File: src/rtl/spi_bridge_pkg.sv
// Shared types and constants for the SPI shift engine and its clock divider.
// State encoding is fixed so that the manager side can decode it if ever exported.
package spi_bridge_pkg;

  typedef enum logic [1:0] {
    IDLE  = 2'd0,
    SHIFT = 2'd1,
    HOLD  = 2'd2,
    DONE  = 2'd3
  } state_e;

  localparam logic [7:0] CS_IDLE    = 8'hFF;
  localparam int         DATA_W     = 8;
  localparam int         XFER_TICKS = 18;

  // True when exactly one active-low select line is asserted.
  function automatic logic onehot_low_ok(input logic [7:0] sel);
    return $countones(~sel) == 1;
  endfunction

endpackage

File: src/rtl/spi_shift_engine_if.sv
// Manager-facing request/response signals plus the SPI pins of the shift engine.
// The engine is the slave modport; the manager (and the attached SPI device) is the master.
interface spi_shift_engine_if #(
  parameter int DATA_W     = 8,
  parameter int NUM_SLAVES = 8
);
  logic                  SPI_start;
  logic [0:NUM_SLAVES-1] SPI_select;
  logic                  SPI_busy;
  logic [DATA_W-1:0]     tx_data;
  logic [DATA_W-1:0]     rx_data;
  logic                  rx_valid;
  logic                  SCLK;
  logic                  MOSI;
  logic                  MISO;
  logic [0:NUM_SLAVES-1] CS_N;

  modport master (
    output SPI_start, SPI_select, tx_data, MISO,
    input  SPI_busy, rx_data, rx_valid, SCLK, MOSI, CS_N
  );

  modport slave (
    input  SPI_start, SPI_select, tx_data, MISO,
    output SPI_busy, rx_data, rx_valid, SCLK, MOSI, CS_N
  );
endinterface

File: src/rtl/spi_clk_divider.sv
// Free-running SPICLK reference: tick every CLK_DIV cycles, SPICLK toggles on each tick.
// rise_tick flags the tick on which SPICLK goes 0->1; no backpressure, never stalls.
module spi_clk_divider #(
  parameter int CLK_DIV = 4
) (
  input  logic ACLK,
  input  logic reset,
  output logic tick,
  output logic rise_tick,
  output logic SPICLK
);
  localparam int CW = (CLK_DIV > 1) ? $clog2(CLK_DIV) : 1;

  logic [CW-1:0] cnt_q, cnt_d;
  logic          spiclk_q, spiclk_d;

  assign tick      = (cnt_q == CW'(CLK_DIV - 1));
  assign rise_tick = tick & ~spiclk_q;
  assign SPICLK    = spiclk_q;

  always_comb begin
    cnt_d    = tick ? '0 : cnt_q + 1'b1;
    spiclk_d = spiclk_q ^ tick;
  end

  always_ff @(posedge ACLK) begin
    if (reset) begin
      cnt_q    <= '0;
      spiclk_q <= 1'b0;
    end else begin
      cnt_q    <= cnt_d;
      spiclk_q <= spiclk_d;
    end
  end

endmodule

File: src/rtl/spi_shift_engine.sv
// One DATA_W-bit SPI mode-0 transfer, MSB first, captured on a rising SPICLK tick; busy for 18 ticks.
// Starts while busy are ignored, and a start held across completion must drop before it retriggers.
module spi_shift_engine #(
  parameter int CLK_DIV    = 4,
  parameter int DATA_W     = 8,
  parameter int NUM_SLAVES = 8
) (
  input  logic              ACLK,
  input  logic              reset,
  output logic              SPICLK,
  spi_shift_engine_if.slave bus
);
  import spi_bridge_pkg::*;

  localparam int BCW = $clog2(DATA_W);

  logic tick, rise_tick;

  state_e                state_q, state_d;
  logic                  armed_q, armed_d;
  logic                  busy_q, busy_d;
  logic                  sclk_q, sclk_d;
  logic                  mosi_q, mosi_d;
  logic [0:NUM_SLAVES-1] sel_q, sel_d;
  logic                  sel_err_q, sel_err_d;
  logic [DATA_W-1:0]     tx_sr_q, tx_sr_d;
  logic [DATA_W-1:0]     rx_sr_q, rx_sr_d;
  logic [BCW-1:0]        bit_cnt_q, bit_cnt_d;
  logic [DATA_W-1:0]     rx_data_q, rx_data_d;
  logic                  rx_valid_q, rx_valid_d;

  spi_clk_divider #(.CLK_DIV(CLK_DIV)) u_div (
    .ACLK     (ACLK),
    .reset    (reset),
    .tick     (tick),
    .rise_tick(rise_tick),
    .SPICLK   (SPICLK)
  );

  assign bus.SPI_busy = busy_q;
  assign bus.SCLK     = sclk_q;
  assign bus.MOSI     = mosi_q;
  assign bus.rx_data  = rx_data_q;
  assign bus.rx_valid = rx_valid_q;
  // Selects follow busy, so they release on the same edge that busy drops.
  assign bus.CS_N     = (busy_q && !sel_err_q) ? sel_q : NUM_SLAVES'(CS_IDLE);

  always_comb begin
    state_d    = state_q;
    armed_d    = armed_q;
    busy_d     = busy_q;
    sclk_d     = sclk_q;
    mosi_d     = mosi_q;
    sel_d      = sel_q;
    sel_err_d  = sel_err_q;
    tx_sr_d    = tx_sr_q;
    rx_sr_d    = rx_sr_q;
    bit_cnt_d  = bit_cnt_q;
    rx_data_d  = rx_data_q;
    rx_valid_d = 1'b0;

    unique case (state_q)
      IDLE: begin
        if (!bus.SPI_start) armed_d = 1'b1;
        if (rise_tick && bus.SPI_start && armed_q) begin
          tx_sr_d   = bus.tx_data;
          sel_d     = bus.SPI_select;
          sel_err_d = !onehot_low_ok(bus.SPI_select);
          busy_d    = 1'b1;
          mosi_d    = bus.tx_data[DATA_W-1];
          sclk_d    = 1'b0;
          armed_d   = 1'b0;
          bit_cnt_d = '0;
          rx_sr_d   = '0;
          state_d   = SHIFT;
        end
      end
      SHIFT: begin
        if (tick) begin
          if (!sclk_q) begin
            sclk_d  = 1'b1;
            rx_sr_d = {rx_sr_q[DATA_W-2:0], bus.MISO & ~sel_err_q};
          end else begin
            sclk_d = 1'b0;
            // The last falling edge leaves MOSI on bit 0 rather than shifting further.
            if (bit_cnt_q == BCW'(DATA_W - 1)) begin
              state_d = HOLD;
            end else begin
              bit_cnt_d = bit_cnt_q + 1'b1;
              tx_sr_d   = tx_sr_q << 1;
              mosi_d    = tx_sr_q[DATA_W-2];
            end
          end
        end
      end
      HOLD: begin
        if (tick) begin
          sclk_d  = 1'b0;
          state_d = DONE;
        end
      end
      DONE: begin
        if (tick) begin
          busy_d     = 1'b0;
          rx_data_d  = rx_sr_q;
          rx_valid_d = 1'b1;
          state_d    = IDLE;
        end
      end
    endcase
  end

  always_ff @(posedge ACLK) begin
    if (reset) begin
      state_q    <= IDLE;
      armed_q    <= 1'b1;
      busy_q     <= 1'b0;
      sclk_q     <= 1'b0;
      mosi_q     <= 1'b0;
      sel_q      <= '1;
      sel_err_q  <= 1'b0;
      tx_sr_q    <= '0;
      rx_sr_q    <= '0;
      bit_cnt_q  <= '0;
      rx_data_q  <= '0;
      rx_valid_q <= 1'b0;
    end else begin
      state_q    <= state_d;
      armed_q    <= armed_d;
      busy_q     <= busy_d;
      sclk_q     <= sclk_d;
      mosi_q     <= mosi_d;
      sel_q      <= sel_d;
      sel_err_q  <= sel_err_d;
      tx_sr_q    <= tx_sr_d;
      rx_sr_q    <= rx_sr_d;
      bit_cnt_q  <= bit_cnt_d;
      rx_data_q  <= rx_data_d;
      rx_valid_q <= rx_valid_d;
    end
  end

endmodule

File: src/flat_wrapper.sv
// flat-port wrapper written by rule: the top's interface ports become plain ports
module spi_shift_engine_flat import spi_bridge_pkg::*;
#(
  parameter int CLK_DIV    = 4,
  parameter int DATA_W     = 8,
  parameter int NUM_SLAVES = 8
)
  (ACLK, reset, SPICLK, bus_SPI_start, bus_SPI_select, bus_tx_data, bus_MISO, bus_SPI_busy, bus_rx_data, bus_rx_valid, bus_SCLK, bus_MOSI, bus_CS_N);
  spi_shift_engine_if #(.DATA_W(DATA_W), .NUM_SLAVES(NUM_SLAVES)) bus_i ();
  input  logic ACLK;
  input  logic reset;
  output logic SPICLK;
  input wire logic [$bits(bus_i.SPI_start)-1:0] bus_SPI_start;
  input wire logic [$bits(bus_i.SPI_select)-1:0] bus_SPI_select;
  input wire logic [$bits(bus_i.tx_data)-1:0] bus_tx_data;
  input wire logic [$bits(bus_i.MISO)-1:0] bus_MISO;
  output wire logic [$bits(bus_i.SPI_busy)-1:0] bus_SPI_busy;
  output wire logic [$bits(bus_i.rx_data)-1:0] bus_rx_data;
  output wire logic [$bits(bus_i.rx_valid)-1:0] bus_rx_valid;
  output wire logic [$bits(bus_i.SCLK)-1:0] bus_SCLK;
  output wire logic [$bits(bus_i.MOSI)-1:0] bus_MOSI;
  output wire logic [$bits(bus_i.CS_N)-1:0] bus_CS_N;
  assign bus_i.SPI_start = bus_SPI_start;
  assign bus_i.SPI_select = bus_SPI_select;
  assign bus_i.tx_data = bus_tx_data;
  assign bus_i.MISO = bus_MISO;
  assign bus_SPI_busy = bus_i.SPI_busy;
  assign bus_rx_data = bus_i.rx_data;
  assign bus_rx_valid = bus_i.rx_valid;
  assign bus_SCLK = bus_i.SCLK;
  assign bus_MOSI = bus_i.MOSI;
  assign bus_CS_N = bus_i.CS_N;
  spi_shift_engine #(.CLK_DIV(CLK_DIV), .DATA_W(DATA_W), .NUM_SLAVES(NUM_SLAVES)) u_core (.ACLK(ACLK), .reset(reset), .SPICLK(SPICLK), .bus(bus_i));
endmodule
File: config.mk
export PLATFORM = sky130hd
export DESIGN_NAME = spi_shift_engine_flat
export DESIGN_NICKNAME = d
export VERILOG_FILES = /design/src/rtl/spi_bridge_pkg.sv /design/src/rtl/spi_shift_engine_if.sv /design/src/rtl/spi_clk_divider.sv /design/src/rtl/spi_shift_engine.sv /design/src/flat_wrapper.sv
export SDC_FILE = /design/constraint.sdc
export NUM_CORES = 1
export LEC_CHECK = 0
export BUFFER_PORTS_ARGS = -buffer_cell sky130_fd_sc_hd__buf_4
export CAP_MARGIN = 20
export CORE_AREA = 2 2 72 74
export DETAILED_ROUTE_END_ITERATION = 8
export DIE_AREA = 0 0 74 76
export PLACE_DENSITY = 0.7
export SYNTH_ARGS = -nofsm -noshare
export SYNTH_HDL_FRONTEND = slang
export SYNTH_SLANG_ARGS = --single-unit
File: constraint.sdc
create_clock -name ACLK -period 8.4 [get_ports ACLK]
set_clock_uncertainty 0.15 [all_clocks]
set_input_delay 0.42 -clock ACLK [delete_from_list [all_inputs] [get_ports ACLK]]
set_output_delay 0.42 -clock ACLK [all_outputs]
set_load 0.005 [all_outputs]
* Word-level counts from Yosys, hierarchy flattened
Index checks and enable logic that the tools add are counted.
** Operators by class
- Reductions and logical operators :: 19
- Bitwise logic cells :: 7
- Mux-type cells :: 37
- $add $sub $neg :: 9
- Eq/ne operators :: 15
** Operator list (count)
- $add 32x32->32 :: 3
- $eq 32x2->1 const B :: 1
- $mux 8 :: 4
- $mux 7 :: 4
- $pmux 8 s2 :: 1
- $pmux 7 s2 :: 1
- $mux 1 :: 12
- $mux 2 :: 6
- $mux 3 :: 4
- $ne 2x2->1 const B :: 5
- $add 1x1->2 :: 4
- $ne 2x1->1 const B :: 4
- $not 8->8 :: 1
- $pmux 2 s4 :: 1
- $reduce_and 4->1 :: 2
- $eq 2x2->1 const B :: 3
- $pmux 3 s2 :: 1
- $reduce_and 2->1 :: 3
- $reduce_and 6->1 :: 1
- $reduce_and 5->1 :: 1
- $pmux 1 s2 :: 2
- $reduce_bool 2->1 :: 2
- $reduce_or 2->1 :: 2
- $add 3x1->3 const B :: 1
- 12 further kinds :: 18
** Storage, ports and cells
- Word-level logic and storage cells :: 101
- Register bits after elaboration :: 45
- Input port bits :: 20

* Depth between registers and ports, before layout
Gate-level depths: netlist (run 1).
- Depth in word-level cells :: 6
- Depth in mapped cells :: 12

* Hierarchy
From an unflattened synthesis (run 1), not the netlist that was laid out.
** Unflattened totals
- Cells, all modules :: 241
- Area, all modules :: 2274.7 um^2
** By module, submodules not included
- spi_shift_engine :: cells an instance 232, area an instance 2159.6 um^2, times used 1
- spi_clk_divider :: cells an instance 9, area an instance 115.1 um^2, times used 1

* Worst setup path after synthesis (run 1)
Ideal clock, no wire load.
- Path kind :: input-to-reg
- Start point :: input port bus_SPI_select[0]
- End point :: register u_core.sel_err_q
- Setup time :: 0.130 ns
- Buffers on the path :: 0
- Stages on the path :: 12
- Setup slack :: 5.284 ns
- Arrival :: 2.836 ns
- Cells stage by stage :: inv_1 -> ha_1 -> fa_1 -> inv_1 -> fa_1 -> inv_1 -> ha_1 -> fa_1 -> nor4b_1 -> nor2_1 -> a21oi_1 -> nor2_1
** On the way
- Cells in the longest elaborated chain, start to end :: 6
** RTL lines
- from (decl) :: line flat_wrapper.sv:14 : input wire logic [$bits(bus_i.SPI_select)-1:0] bus_SPI_select;
- $not 8->8 :: line spi_bridge_pkg.sv:18 : return $countones(~sel) == 1;
- $add 1x1->2 (not written as such) :: line spi_bridge_pkg.sv:18
- $add 32x32->32 (not written as such) (2 in a row) :: line spi_bridge_pkg.sv:18
- $eq 32x2->1 :: line spi_bridge_pkg.sv:18
- $logic_not 1->1 :: line spi_shift_engine.sv:68 : sel_err_d = !onehot_low_ok(bus.SPI_select);
- to (signal assigned) :: line spi_shift_engine.sv:134 : sel_err_q <= sel_err_d;
- to (decl) :: line spi_shift_engine.sv:25 : logic sel_err_q, sel_err_d;
Every way passes these cells.
A chain may end at the register's enable or synchronous reset.

* Worst setup path after layout (run 1)
Ends and elaborated chain as after synthesis.

==> results.cfg, run 1 <==
[global_route]
grtUsageTotal_pct = 15.02
antenna_found_initial = 0
grt_pass1_wl_um = 6713
grt.overflow.total = 0
grt_pass1_vias = 1465
grt_max_degree = 46

[synthesis]
syn_area_um2 = 2308
syn_nets = 278
avgSynthCellArea_um2 = 9.619
ys_ff_latch = 45
synth_edf_count = 0
ys_top_cells_by_area = dfxtp_1, ha_1, mux2i_1
synth_fa_ha_area_share_pct = 11.06
yosysSeqAreaShare_pct = 39.02
synth_compound_area_share_pct = 17.07
synth-main-ff-cell = dfxtp_1
synth_common_cells = dfxtp_1, nor2_1, inv_1, nand2_1, mux2i_1
synth_xor_area_share_pct = 0
syn_inst = 240
async_flop_share_pct = 0
yosysUniqueCellTypes = 40
synth_top_family_by_area = simple AND/OR/NAND/NOR gates
yosys_warnings = 0
yosysTopAreaCell = dfxtp_1
netlist.area_leader.share_pct = 39.02
synth.most_common_cell = dfxtp_1
synth-simple-area-share_pct = 19.24
synthMuxAreaShare_pct = 6.938

[timing]
relSlewSlack_pct = 38.92
finalSetupViolations = 0
rsz0062_at_grt = no
fin_ws_ps = 5377
hold_viol_final = 0
period_minus_slack_ps = 3023
tightest_slew_ps = 916.2
slew_viol_final = 0
finalSetupTns_ps = 0
timing.fmax_ghz = 0.3308
fin_crit_sh_pct = 35.99

[cells_and_area]
diodes = 0
layout-drive-gt1-share_pct = 24.00
postLayoutCellArea_um2 = 2738
nFillCells = 469
fin_cells = 345
nets = 312
fin_util_pct = 55.73
area_growth_pct = 18.59

[placed_design]
io_buffer_count = 40
dp.cells = 337
gp_congestion = 0.7987
place_ws_ps = 5048
hpwlAfterDp_um = 2718
dpl-instance-area_um2 = 2618

[min_path]
hp-class = in2reg
hp-start = bus_tx_data[0]

[clock_tree]
cts_max_level = 2
cts_root_buffer = clkbuf_8
clock_latency_ps = 300
cts_resized = 0
clock-sinks = 45
cts_hold_buf = 0
clk_pin_slew_worst_paths_ps = 80
cts_setup_buffers = 0
cts_tree = built
cts_buffers = 5
clock_tree.buffer_depth = 2

[setup_path]
critPathKind = in2reg
critPathArrivalTime_ps = 3040
crit_family = adder cells
r2r_slack_ps = 5620
cp_cell_sequence = buf_4, inv_1, ha_1, fa_1, inv_1, fa_1, inv_1, ha_1, fa_1, nor4b_1, nor2_1, a21oi_1, nor2_1
reg2reg_from = u_core.state_q[1]$_SDFFE_PP0P_
cp.required_ps = 8420
critPathLaunchType = input port
max_stage_delay_ps = 530
cp_num_buf_inv = 4
crit_path_end_kind = register
crit_slowest_cell = fa_1
startpoint = bus_SPI_select[0]
critPathMaxFanout = 2

[die]
fp-row-count = 26
pin_count = 41
core-area_um2 = 4912
start_util_pct = 46.99
die_h_um = 76
die_area_um2 = 5624
fp.dieW_um = 74

[route]
wl_um = 3874
num_vias = 1640
ant_nets = 0
drc = 0
drtIter0Drc = 77
via_per_inst = 4.754
avgRoutedWirePerCell_um = 11.23
first_pass_iters = 4

[pwr]
leakage_nw = 1.113
pwr_density_cell_nw_per_um2 = 201.1
vdd_drop_max_v = 0.0001058

[flow_run]
drv_cap = 0

[run_status]
status = finished, final reports clean
==> placed cells by master (no fill, tap or decap), types with 2 or more instances in the layout <==
cell | Yosys | routed
mux2i_1 | 16 | 16
nand3_1 | 2 | 2
a21oi_1 | 12 | 12
nor2b_1 | 3 | 3
nand2_1 | 18 | 18
a211oi_2 | 7 | 7
inv_1 | 20 | 20
a211o_1 | 8 | 8
ha_1 | 14 | 14
nor2_1 | 32 | 32
clkbuf_8 | 0 | 6
nand3b_1 | 2 | 2
nand2b_1 | 15 | 15
dfxtp_1 | 45 | 45
fa_1 | 4 | 4
a21oi_2 | 3 | 3
buf_4 | 1 | 40
and2_1 | 8 | 8
==> cell families (layout without fill, tap and decap cells) <==
group | after synthesis | after routing
adders and majority gates | 18 | 18
and+or+nand+nor | 87 | 87
DFF | 45 | 45
AOI/OAI and AO/OA | 41 | 41
buffers and inverters | 33 | 68
muxes | 16 | 16
==> final timing paths <==
path | to | cells past startpoint
worst max-delay path | u_core.sel_err_q$_SDFFE_PP0P_ | 13
worst min-delay path | u_core.tx_sr_q[0]$_SDFFE_PP0P_ | 3
worst max register to register | u_core.bit_cnt_q[2]$_SDFFE_PP0P_ | 6
worst min register to register | u_core.u_div.cnt_q[0]$_SDFF_PP0_ | 1
==> through the flow <==
step	power (mW)	hold WS, ps
floorplan	0.3695	258.4
global placement	0.3854	265.7
detailed placement	0.3889	276.0
CTS	0.5604	253.6
global route	0.5849	256.3
finish	0.5507	263.1
==> per-layer routing <==
metal	GRT usage [%]	part of all wire [%]	vias to the layer above	wire, um
met5	0	0	-	0
met4	4.909	1.6	0	63
met3	4.365	3.9	6	150
met2	22.32	44	24	1703
met1	20.82	51	743	1957
li1	-	-	867	-
==> flip-flops by register name, indices dropped and copies added (netlist names) <==
register,count
u_core.bus.rx_data,8
u_core.rx_sr_q,8
u_core.sel_q,8
u_core.tx_sr_q,7
u_core.bit_cnt_q,3
u_core.state_q,2
u_core.u_div.cnt_q,2
u_core.armed_q,1
u_core.bus.MOSI,1
u_core.bus.SCLK,1
u_core.bus.SPI_busy,1
u_core.bus.rx_valid,1
u_core.sel_err_q,1
u_core.u_div.SPICLK,1
==> report_power, final <==
part | total (mW) | switching [mW] | internal (mW) | leakage [nW]
clock | 0.170 | 0.0730 | 0.0967 | 0.0574
combinational | 0.144 | 0.0779 | 0.0664 | 0.691
sequential | 0.237 | 0.00837 | 0.228 | 0.365
total | 0.551 | 0.159 | 0.391 | 1.11
==> cell type report <==
class	count	area, um2	area share, %
Timing Repair Buffer	40	300.3	10.97
Clock buffer	6	82.58	3.016
Tap cell	70	87.58	3.199
Multi-Input combinational cell	162	1254	45.80
Clock inverter	2	37.54	1.371
Inverter	20	75.07	2.742
Sequential cell	45	900.9	32.91
==> worst min-delay path: stages <==
cell,delay (ps)
buf_4,110
nand3b_1,90
a21oi_2,60
(Power assumes the default switching activity.)
==> run 2, diff against run 1 <==
Clock period 8.4 ns to 2.8 ns, I/O delays scaled along.
==> results.cfg, run 2 (synthesized netlist as in run 1, its figures left out) <==
[clock_tree]
cts_max_level = 2
cts_tree = built
cts_setup_buffers = 0
clock_latency_ps = 300
cts_resized = 0
clock_tree.buffer_depth = 2
clk_pin_slew_worst_paths_ps = 80
cts_root_buffer = clkbuf_8
cts_buffers = 5
clock-sinks = 45

[placed_design]
gp_congestion = 0.7572
place_ws_ps = -201.1
io_buffer_count = 40
hpwlAfterDp_um = 2810
dp.cells = 343

[pwr]
switching_share_pct = 28.94
vdd_drop_max_v = 0.0004624
combPwrFrac_pct = 27.5
leakage_nw = 1.148
netSwitchingPower_uw = 488.0
pwr-share-seq_pct = 42.2
pwr_density_cell_nw_per_um2 = 596.0
clkPwrFrac_pct = 30.3
p_int_mw = 1.198

[die]
die_h_um = 76
fp-row-count = 26
start_util_pct = 46.99
fp.dieW_um = 74
die_area_um2 = 5624
pin_count = 41
core-area_um2 = 4912

[timing]
fin_crit_sh_pct = 93.46
slew_viol_final = 0
fin_ws_ps = 183.1
finalSetupViolations = 0
finalSetupTns_ps = 0
tightest_slew_ps = 643.6
whs_ps = 27.35
timing.fmax_ghz = 0.3821
period_minus_slack_ps = 2617
relSlewSlack_pct = 57.00
hold_viol_final = 0
rsz0062_at_grt = no

[setup_path]
cp.required_ps = 2820
critPathMaxFanout = 2
critPathLaunchType = input port
r2r_slack_ps = 530
critPathArrivalTime_ps = 2640
cp_cell_sequence = buf_4, inv_1, ha_1, fa_1, inv_1, fa_1, inv_1, ha_2, fa_1, nor4b_2, nor2_1, a21oi_1, nor2_1
max_stage_delay_ps = 510
r2r-end = u_core.bit_cnt_q[2]$_SDFFE_PP0P_
reg2reg_from = u_core.u_div.cnt_q[0]$_SDFF_PP0_
crit_slowest_cell = fa_1
crit_path_end_kind = register
crit_family = adder cells
critPathKind = in2reg
reg2reg_depth = 7
cp_num_buf_inv = 4

[global_route]
use_met3_pct = 4.497
grtUsageTotal_pct = 15.81
antenna_found_initial = 0
grt_use_met1_pct = 21.11
grt_pass1_vias = 1643
grt.busiest_layer = met2
grt.overflow.total = 0
grt_max_degree = 46
met2_usage_pct = 24.29
grt_pass1_wl_um = 7072

[min_path]
hp-class = in2reg
hold_path_depth = 3
holdPathEnd = u_core.armed_q$_SDFFE_PP1P_
hp-start = bus_SPI_start

[route]
drc = 0
drtIter0Drc = 62
avgRoutedWirePerCell_um = 11.21
via_per_inst = 4.751
ant_nets = 0
wl_um = 3958
first_pass_iters = 4
num_vias = 1677

[cells_and_area]
fin_cells = 353
final_common_cell = buf_4
nets = 320
area_growth_pct = 22.55
layout_common_cells = buf_4, dfxtp_1, nor2_1
diodes = 0
layout-drive-gt1-share_pct = 27.56

[run_status]
status = finished, final reports clean

[flow_run]
drv_cap = 0
## run 2: cell types whose count changed in the layout (fill, tap and decap cells not counted), sizes merged
cell and delta:
buf +6, dlygate4sd3 +2
## run 2: how the worst max path moves through the flow
stage                                    end  slack (ps)  cells past startpoint         startpoint
2_1_floorplan  u_core.sel_err_q$_SDFFE_PP0P_          10                     12  bus_SPI_select[5]
3_3_place_gp   u_core.sel_err_q$_SDFFE_PP0P_        -130                     13  bus_SPI_select[2]
3_5_place_dp   u_core.sel_err_q$_SDFFE_PP0P_        -200                     13  bus_SPI_select[2]
4_1_cts        u_core.sel_err_q$_SDFFE_PP0P_         110                     13  bus_SPI_select[2]
5_1_grt        u_core.sel_err_q$_SDFFE_PP0P_          30                     13  bus_SPI_select[2]
6_report       u_core.sel_err_q$_SDFFE_PP0P_         180                     13  bus_SPI_select[2]
## run 2: power by group through the flow
stage / sequential, mW / combinational (mW) / clock (mW)
global route: 0.718 / 0.526 / 0.555
global placement: 0.725 / 0.463 / 0
CTS: 0.712 / 0.473 / 0.530
floorplan: 0.720 / 0.399 / 0
finish: 0.711 / 0.464 / 0.510
detailed placement: 0.726 / 0.468 / 0
## run 2: cell type report
type,instances,area (um2)
inverters,20,75.07
repair buffers,48,365.4
multi-input cells,162,1280
well taps,70,87.58
clock inverters,2,37.54
fillers,444,2083
flip-flops and latches,45,900.9
clock buffers,6,82.58
## run 2: through the flow
| step | instance area (um2) | util (%) | power [mW] |
|---|---|---|---|
| 2_1_floorplan | 2335 | - | 1.120 |
| 3_3_place_gp | 2689 | 54.74 | 1.188 |
| 3_5_place_dp | 2689 | 54.74 | 1.195 |
| 4_1_cts | 2829 | 57.59 | 1.715 |
| 5_1_grt | 2829 | 57.59 | 1.799 |
| 6_report | 2829 | 57.59 | 1.686 |
## run 2: layer usage
layer	vias to the layer above	share of wire, %
met2	24	46
met3	6	3.6
met1	759	49
li1	888	-
met5	-	0
met4	0	1.8
## run 2: tightest hold or removal path, cell delays in order
cell,delay [ps]
buf_4,130
inv_1,50
a221o_1,120
## run 2: what timing repair did
| item | in CTS | in global routing |
|---|---|---|
| hold buffers | 2 | 0 |
| endpoints found under the hold margin | 2 | 0 |
| setup endpoints to repair | 0 | 1 |
==> run 3, diff against run 2 <==
Settings changed: REMOVE_ABC_BUFFERS from default to 1.
==> results.cfg, run 3 (synthesized netlist as in run 1, its figures left out) <==
[clock_tree]
cts_buffers = 5
clock-sinks = 45
cts_root_buffer = clkbuf_8
cts_max_level = 2
cts_tree = built
clock_tree.buffer_depth = 2
clk_pin_slew_worst_paths_ps = 80
clock_latency_ps = 290

[pwr]
finalPower_mw = 1.574
vdd_drop_max_v = 0.0004164
leakage_nw = 1.129
pwr_density_cell_nw_per_um2 = 555.6

[placed_design]
io_buffer_count = 40
gp_congestion = 0.7391
hpwlAfterDp_um = 2738
place_ws_ps = -290.7
dpl-instance-area_um2 = 2663

[cells_and_area]
final_common_cell = buf_4
layout_common_cells = buf_4, dfxtp_1, nor2_1
fin_util_pct = 57.67
nets = 321
seqCellArea_um2 = 900.9
multiInputGateArea_um2 = 1303
nFillCells = 427
layout-drive-gt1-share_pct = 29.93
postLayoutCellArea_um2 = 2833
area_growth_pct = 22.71
diodes = 0

[timing]
relSlewSlack_pct = 58.88
period_minus_slack_ps = 2664
hold_viol_final = 0
finalSetupViolations = 0
slew_viol_final = 0
tightest_slew_ps = 616.8
rsz0062_at_grt = no
fin_crit_sh_pct = 95.15
fin_ws_ps = 135.9
finalSetupTns_ps = 0
timing.fmax_ghz = 0.3754

[setup_path]
reg2reg_depth = 7
startpoint = bus_SPI_select[2]
critical_path_depth = 13
cp_num_buf_inv = 4
crit_path_end_kind = register
cp.required_ps = 2820
crit_family = adder cells
cp_cell_sequence = buf_4, inv_2, ha_4, fa_1, inv_2, fa_1, inv_1, ha_2, fa_1, nor4b_2, nor2_1, a21oi_1, nor2_1
critPathLaunchType = input port
max_stage_delay_ps = 540
critPathKind = in2reg
crit_slowest_cell = fa_1
reg2reg_from = u_core.state_q[0]$_SDFFE_PP0P_
worst_path_most_repeated_cell = fa_1
critPathArrivalTime_ps = 2680
critPathMaxFanout = 2

[flow_run]
drv_cap = 0

[route]
via_per_inst = 4.794
wl_um = 4014
first_pass_iters = 4
num_vias = 1697
drc = 0
drtIter0Drc = 76
avgRoutedWirePerCell_um = 11.34
ant_nets = 0

[min_path]
hp-class = in2reg
hp-start = bus_SPI_select[7]
hold_path_depth = 4

[global_route]
grtUsageTotal_pct = 14.71
grt_max_degree = 46
grt_pass1_wl_um = 6644
antenna_found_initial = 0
grt.overflow.total = 0
grt_pass1_vias = 1534

[die]
fp.dieW_um = 74
start_util_pct = 46.99
die_area_um2 = 5624
core-area_um2 = 4912
die_h_um = 76
fp-row-count = 26
pin_count = 41

[run_status]
status = finished, final reports clean
## run 3: changes by cell type in the layout (fill, tap and decap cells not counted)
cell	change
buf_6	+1
bufinv_16	-1
clkbuf_1	+1
clkbuf_8	-1
clkinvlp_4	+1
ha_1	-1
ha_2	-1
ha_4	+2
inv_1	-6
inv_2	+5
inv_4	+1
## run 3: area by class of cell
| class | instances | share of cell area (%) |
|---|---|---|
| multi-input cells | 162 | 45.98 |
| flip-flops and latches | 45 | 31.80 |
| repair buffers | 49 | 13.30 |
| well taps | 70 | 3.092 |
| inverters | 20 | 2.739 |
| clock buffers | 6 | 2.562 |
| clock inverters | 2 | 0.5300 |
## run 3: repair_timing
action | in CTS | in global routing
setup endpoints to repair | 0 | 1
setup buffers | 0 | 1
hold buffers | 2 | 0
endpoints found under the hold margin | 2 | 0
gates resized for setup | 0 | 18
## run 3: path summary, 6_finish.rpt
path	endpoint	slack [ps]
hold / removal	u_core.sel_q[0]$_SDFFE_PP1P_	30
hold reg to reg	u_core.u_div.cnt_q[0]$_SDFF_PP0_	290
setup reg to reg	u_core.bit_cnt_q[2]$_SDFFE_PP0P_	530
setup / recovery	u_core.sel_err_q$_SDFFE_PP0P_	140
## run 3: worst register-to-register path, stage by stage, from the launching register on
cell      delay, ps
dfxtp_1         350
inv_1            90
ha_1            550
nand2b_1        250
a221oi_4        260
buf_4           280
nand2b_1        160
a21oi_2          50
## run 3: metrics by stage
step	hold WS, ps	std cells
6_report	33.84	354
3_3_place_gp	266.0	343
5_1_grt	30.02	354
4_1_cts	25.53	353
2_1_floorplan	52.44	227
3_5_place_dp	275.5	343
## run 3: routing by layer
metal | track usage [%] | part of all wire (%)
met4 | 3.818 | 1.0
met5 | 0 | 0
met1 | 19.51 | 49
met2 | 23.04 | 46
met3 | 4.630 | 3.6
## run 3: power by group
| group | switching (mW) | total (mW) | internal (mW) |
|---|---|---|---|
| clock network | 0.215 | 0.391 | 0.176 |
| registers | 0.0254 | 0.710 | 0.685 |
| logic | 0.247 | 0.472 | 0.225 |
